--- src/rtl/hs32_xmem_ctl.sv ---
// External SRAM controller: one 32-bit request becomes two 16-bit async SRAM cycles (low half, then high half).
// Latency stb->ack is 2*WAIT_STATES+4 cycles; stb is only sampled in IDLE, so the arbiter is held off while busy.
module hs32_xmem_ctl #(
   parameter int WAIT_STATES = 2,
   parameter int ADDR_W      = 18
) (
   input  logic              i_clk,
   input  logic              i_reset,
   input  logic [31:0]       i_addr,
   input  logic              i_rw,
   input  logic [31:0]       i_dtw,
   output logic [31:0]       o_dtr,
   input  logic              i_stb,
   output logic              o_ack,
   output logic              o_busy,
   output logic [ADDR_W-1:0] o_sram_a,
   output logic [15:0]       o_sram_dq_o,
   input  logic [15:0]       i_sram_dq_i,
   output logic              o_sram_dq_oe,
   output logic              o_sram_ce_n,
   output logic              o_sram_oe_n,
   output logic              o_sram_we_n
);

   localparam int CW = (WAIT_STATES < 2) ? 1 : $clog2(WAIT_STATES + 1);

   typedef enum logic [2:0] {S_IDLE, S_LO, S_TURN, S_HI, S_DONE} state_t;

   state_t            r_state, w_next;
   logic [CW-1:0]     r_cnt, w_cnt_nxt;
   logic [ADDR_W-2:0] r_addr;
   logic              r_rw;
   logic [31:0]       r_dtw;
   logic [31:0]       r_dtr;
   logic              w_phase, w_half, w_last, w_latch;
   logic              w_unused;

   assign w_unused = ^{i_addr[31:ADDR_W+1], i_addr[1:0]};

   always_ff @(posedge i_clk) begin
      if (i_reset) begin
         r_state <= S_IDLE;
         r_cnt   <= '0;
         r_addr  <= '0;
         r_rw    <= 1'b0;
         r_dtw   <= '0;
         r_dtr   <= '0;
      end else begin
         r_state <= w_next;
         r_cnt   <= w_cnt_nxt;
         if (w_latch) begin
            r_addr <= i_addr[ADDR_W:2];
            r_rw   <= i_rw;
            r_dtw  <= i_dtw;
         end
         // read data is sampled at the end of the phase, after the full access time
         if (w_phase && !r_rw && w_last) begin
            if (w_half) r_dtr[31:16] <= i_sram_dq_i;
            else        r_dtr[15:0]  <= i_sram_dq_i;
         end
      end
   end

   always_comb begin
      w_next       = r_state;
      w_cnt_nxt    = r_cnt;
      w_latch      = 1'b0;
      w_half       = (r_state == S_HI);
      w_phase      = (r_state == S_LO) || (r_state == S_HI);
      w_last       = (r_cnt == '0);

      case (r_state)
         S_IDLE: begin
            if (i_stb) begin
               w_latch   = 1'b1;
               w_next    = S_LO;
               w_cnt_nxt = CW'(WAIT_STATES);
            end
         end
         S_LO: begin
            if (w_last) w_next = S_TURN;
            else        w_cnt_nxt = r_cnt - CW'(1);
         end
         S_TURN: begin
            w_next    = S_HI;
            w_cnt_nxt = CW'(WAIT_STATES);
         end
         S_HI: begin
            if (w_last) w_next = S_DONE;
            else        w_cnt_nxt = r_cnt - CW'(1);
         end
         S_DONE:  w_next = S_IDLE;
         default: w_next = S_IDLE;
      endcase

      o_ack        = (r_state == S_DONE);
      o_busy       = (r_state != S_IDLE);
      o_dtr        = r_dtr;
      o_sram_a     = {r_addr, w_half};
      o_sram_ce_n  = !w_phase;
      o_sram_oe_n  = !(w_phase && !r_rw);
      o_sram_dq_oe = w_phase && r_rw;
      // we_n releases one cycle early so address and data hold across its rising edge
      o_sram_we_n  = !(w_phase && r_rw && !w_last);
      o_sram_dq_o  = o_sram_dq_oe ? (w_half ? r_dtw[31:16] : r_dtw[15:0]) : 16'h0000;
   end

endmodule

--- config.mk ---
export PLATFORM = sky130hd
export DESIGN_NAME = hs32_xmem_ctl
export DESIGN_NICKNAME = d
export VERILOG_FILES = /design/src/rtl/hs32_xmem_ctl.sv
export SDC_FILE = /design/constraint.sdc
export NUM_CORES = 1
export LEC_CHECK = 0
export BUFFER_PORTS_ARGS = -buffer_cell sky130_fd_sc_hd__buf_2
export CELL_PAD_IN_SITES_DETAIL_PLACEMENT = 0
export CELL_PAD_IN_SITES_GLOBAL_PLACEMENT = 2
export CORE_MARGIN = 10
export CORE_UTILIZATION = 28
export CTS_CLUSTER_SIZE = 28
export DETAILED_ROUTE_END_ITERATION = 12
export PLACE_DENSITY_LB_ADDON = 0.12
export SYNTH_ARGS = -nofsm -noshare
export SYNTH_HDL_FRONTEND = slang
export SYNTH_SLANG_ARGS = --single-unit
--- constraint.sdc ---
create_clock -name i_clk -period 3.4 [get_ports i_clk]
set_clock_uncertainty 0.2 [all_clocks]
set_input_delay 0.17 -clock i_clk [delete_from_list [all_inputs] [get_ports i_clk]]
set_output_delay 0.17 -clock i_clk [all_outputs]
set_load 0.05 [all_outputs]
## After elaboration in Yosys (flattened, before gate mapping)

Cells that the tools add are included.

- Bits of input ports: 84
- Output and inout port bits: 72
- Flip-flop bits (word level): 87

- Equality and inequality tests: 8
- $add $sub $neg: 1
- Reduce and logical (&&, ||, !) cells: 19
- Bitwise logic cells: 1
- Muxes and demuxes: 11

Operators with widths:

| operator | number |
|---|---|
| $mux W16 | 2 |
| $pmux W3 S4 | 1 |
| $mux W3 | 3 |
| $eq A3 B2 Y1 const B | 2 |
| $ne A2 B2 Y1 const B | 3 |
| $pmux W2 S3 | 1 |
| $reduce_and A3 Y1 | 2 |
| $reduce_bool A3 Y1 | 2 |
| $logic_not A1 Y1 | 5 |
| $logic_and A1 B1 Y1 | 4 |
| $mux W2 | 2 |
| $reduce_and A2 Y1 | 2 |
| $eq A3 B1 Y1 const B | 1 |
| $eq A3 B3 Y1 const B | 1 |
| $logic_not A3 Y1 | 1 |
| $logic_not A2 Y1 | 1 |
| $mux W1 | 2 |
| $ne A2 B1 Y1 const B | 1 |
| $reduce_or A2 Y1 | 1 |
| $sub A2 B1 Y2 const B | 1 |
| $logic_or A1 B1 Y1 | 1 |
| $not A1 Y1 | 1 |

## Depth between registers and ports, before layout

- Word-level depth: 5
- Gate-level depth with buffers: 7

## Worst setup path after synthesis

No wires, ideal clock.

- Kind: reg-to-output
- Start point: register r_state[2]
- End point: output port o_sram_dq_o[10]
- Path slack: 1235 ps
- Stages on the path, launching flop included: 6
- Arrival time: 1795 ps
- Buffers on the path: 2
- Required time: 3030 ps
- Cells stage by stage: dfxtp_1 buf_2 nand3b_4 clkbuf_1 nand2_1 a21oi_1

- Cells in the longest elaborated chain, start to end: 4
- Elaborated cells between the ends (all ways): 6
- Classes of those cells: 2 x eq/ne; 2 x mux; 2 x reduce/logical

Ends and longest elaborated chain:

| what | line | source |
|---|---|---|
| start, declared | 29 | `state_t r_state, w_next;` |
| start signal, assigned | 49 | `r_state <= w_next;` |
| $eq A3 B1 Y1 / $eq A3 B2 Y1 (equally long branches) | 69, 68 |  |
| $logic_or A1 B1 Y1 | 69 | `w_phase = (r_state == S_LO) \|\| (r_state == S_HI);` |
| $logic_and A1 B1 Y1 | 102 | `o_sram_dq_oe = w_phase && r_rw;` |
| $mux W16 * | 105 | `o_sram_dq_o = o_sram_dq_oe ? (w_half ? r_dtw[31:16] : r_dtw[15:0]) : 16'h0000;` |
| end, declared | 17 | `output logic [15:0] o_sram_dq_o,` |

Every way passes the cells marked *; elsewhere a longest branch is shown, timed or not.

## Worst setup path after layout

- Start point: register r_state[0]
- End point: output port o_sram_dq_o[13]

The elaborated chain is that of the path after synthesis.

==> out/qor.yml <==
status:
  status: "finished clean"
cells_and_area:
  fin_util_pct: 41.9
  syn_to_final_growth_pct: 46.3
  layout_common_cells: "buf_2, nand2_1, dfxtp_1"
  diodes: 0
  fill_cells: 1330
  instances_no_fill: 793
  layout.nets: 702
  layout_commonest_cell: "buf_2"
  drive_gt1_share_pct: 26.4
  ff_latch_area_sq_mm: 0.00174
  multi_input_area_sq_mm: 0.00167
global_route:
  grt_overflow: 0
  grt_max_degree: 59
  grt_antenna_before_repair: 0
  globalRouteTotalUtil_pct: 12.9
  grt_pass1_vias: 3511
  grt_pass1_wl_microns: 18600
logic_synthesis:
  synth_seq_cells: 87
  syn_area_sq_mm: 0.00363
  ys_types: 30
  synth_seq_area_share_pct: 48.0
  yosysWarnings: 0
  synth_ff_type: "dfxtp_1"
  avgSynthCellArea_sq_um: 8.49
  synthCells: 428
  syn_nets: 513
  synth_edf_count: 0
  synth-async-reset-ratio_pct: 0
clock_network:
  cts_tree: "yes"
  htreeDepth: 3
  cts_buffers: 9
  clkTransAtPathRegs_ns: 0.06
  cts_root_buffer: "clkbuf_16"
  cts_buffer_depth: 2
  post-cts-setup-buffer-count: 0
  cts_sinks: 87
  cts-resized-gates: 0
  insertion_delay_ns: 0.34
pwr:
  vdd_ir_drop_max_mv: 0.312
  p_per_area_mw_per_mm2: 549
  leakagePower_uw: 0.00242
worst_setup_path:
  r2r_end: "o_dtr[25]"
  crit_path_start_kind: "flop"
  cpPeakStageDelay_ns: 0.56
  crit_chain: "nor2b_4 -> nand2_1 -> a21oi_1 -> buf_2"
  crit_type: "reg2out"
  cp.depth: 4
  crit_arrival_ns: 2.28
  end_kind: "output port"
  r2r-start: "r_state[1]"
  cp_max_fo: 18
  r2r_cells: 5
  critPathTopFamily: "simple AND/OR/NAND/NOR gates"
  path_buf_inv: 1
  critPathSlowestCell: "dfxtp_1"
  r2r_setup_slack_ns: 1.23
  required_ns: 3.03
floorplanning:
  num_rows: 41
  initial_core_util_pct: 28.7
  die_w_microns: 134
  die_area_sq_mm: 0.0179
  design.core.area_sq_mm: 0.0127
  ios: 156
  die_y_microns: 134
hold_path:
  min_to: "r_state[0]"
  whs_path_depth: 3
  hp-class: "in2reg"
  min_from: "i_stb"
sta:
  setup_tns_ns: 0
  setup_viol: 0
  rsz0062_at_grt: "false"
  max_slew.worst_pin.slew_ns: 0.786
  fmax_ghz: 0.377
  fin_crit_sh_pct: 78.0
  final.setup.worst_slack_ns: 0.748
  slew_headroom_pct: 47.6
  slew_viol_final: 0
  period_needed_ns: 2.65
  finalHoldViolCount: 0
route:
  firstDrtPassIters: 4
  ant_nets: 0
  drc: 0
  wire_per_inst_microns: 14.5
  via_count: 3403
  vias_per_cell: 4.29
  drt_iter0_drc: 126
  routed_wl_microns: 11500
placement:
  dp_hpwl_microns: 7450
  numPortBuffers: 140
  dp_cells: 712
  dpl_worst_slack_ns: 1.02
  routabilityCongestion: 0.726
job:
  drv_cap: 0
-- layout make-up --
class                           instances  area share (%)
Timing Repair Buffer                  211            26.6
Clock buffer                           14            4.78
Tap cell                              172            4.05
Clock inverter                          1          0.0942
Multi-Input combinational cell        303            31.4
Sequential cell                        87            32.8
Inverter                                5           0.353
-- how the worst max path moves through the flow --
stage                     startpoint         endpoint
after floorplan           r_state[2]  o_sram_dq_o[10]
after global placement    r_state[0]   o_sram_dq_o[3]
after detailed placement  r_state[0]   o_sram_dq_o[3]
after CTS                 r_state[0]   o_sram_dq_o[3]
after global routing      r_state[0]   o_sram_dq_o[3]
final                     r_state[0]  o_sram_dq_o[13]
-- synth_stat cells (2+ instances only) --
cell	n	area, sq um
a21oi_1	68	340
buf_1	2	7.51
buf_2	10	50.1
buf_4	2	15.0
buf_6	7	78.8
clkbuf_1	11	41.3
dfxtp_1	87	1740
inv_1	3	11.3
inv_2	2	7.51
mux2i_1	32	320
nand2_1	134	503
nand2b_1	49	307
nor3_1	3	15.0
o21ai_0	2	10.0
-- cell families after synthesis --
logic type | count (synthesis) | synth area share [%]
and+or+nand+nor | 197 | 26.2
DFF | 87 | 48.0
AOI/OAI and AO/OA | 72 | 10.1
buffers and inverters | 38 | 6.37
muxes | 32 | 8.82
xor gates and xnor gates | 1 | 0.241
adders and majority gates | 1 | 0.344
-- flip-flops by register name (all words and copies together) (netlist names) --
| signal | flops |
|---|---|
| r_state | 3 |
| r_addr | 17 |
| r_cnt | 2 |
| o_dtr | 32 |
| r_dtw | 32 |
| r_rw | 1 |
-- power by group --
part           internal, uW  leakage [uW]  switching, uW  total [uW]
Sequential             1130      0.000710           71.3        1200
Clock                   511      0.000127            377         888
Combinational           275       0.00158            551         826
Total                  1920       0.00242            999        2920
-- what timing repair did --
item                                    4_1_cts  5_1_grt
endpoints found under the hold margin        82        0
endpoints found under the setup margin        0        0
hold buffers                                 66        0
-- metrics by stage --
step,hold slack (ns),cell area (sq um),total power (uW)
floorplan,0.106,3630,1830
global placement,0.210,4390,2000
detailed placement,0.217,4390,2010
CTS,0.00432,5310,2980
global route,0.0209,5310,3100
finish,0.0234,5310,2920
-- per-layer routing --
metal	vias up	part of all wire [%]	global-route usage, %
met5	-	0	0
met4	0	0.76	2.90
met3	5	7.5	5.64
met2	90	47	21.3
met1	1545	45	15.0
li1	1763	-	-
-- worst min-delay path: stages --
cell and delay [ns]:
buf_2 0.10, nor3_1 0.08, nor3_1 0.16
Power figures use the tool's default switching activity.
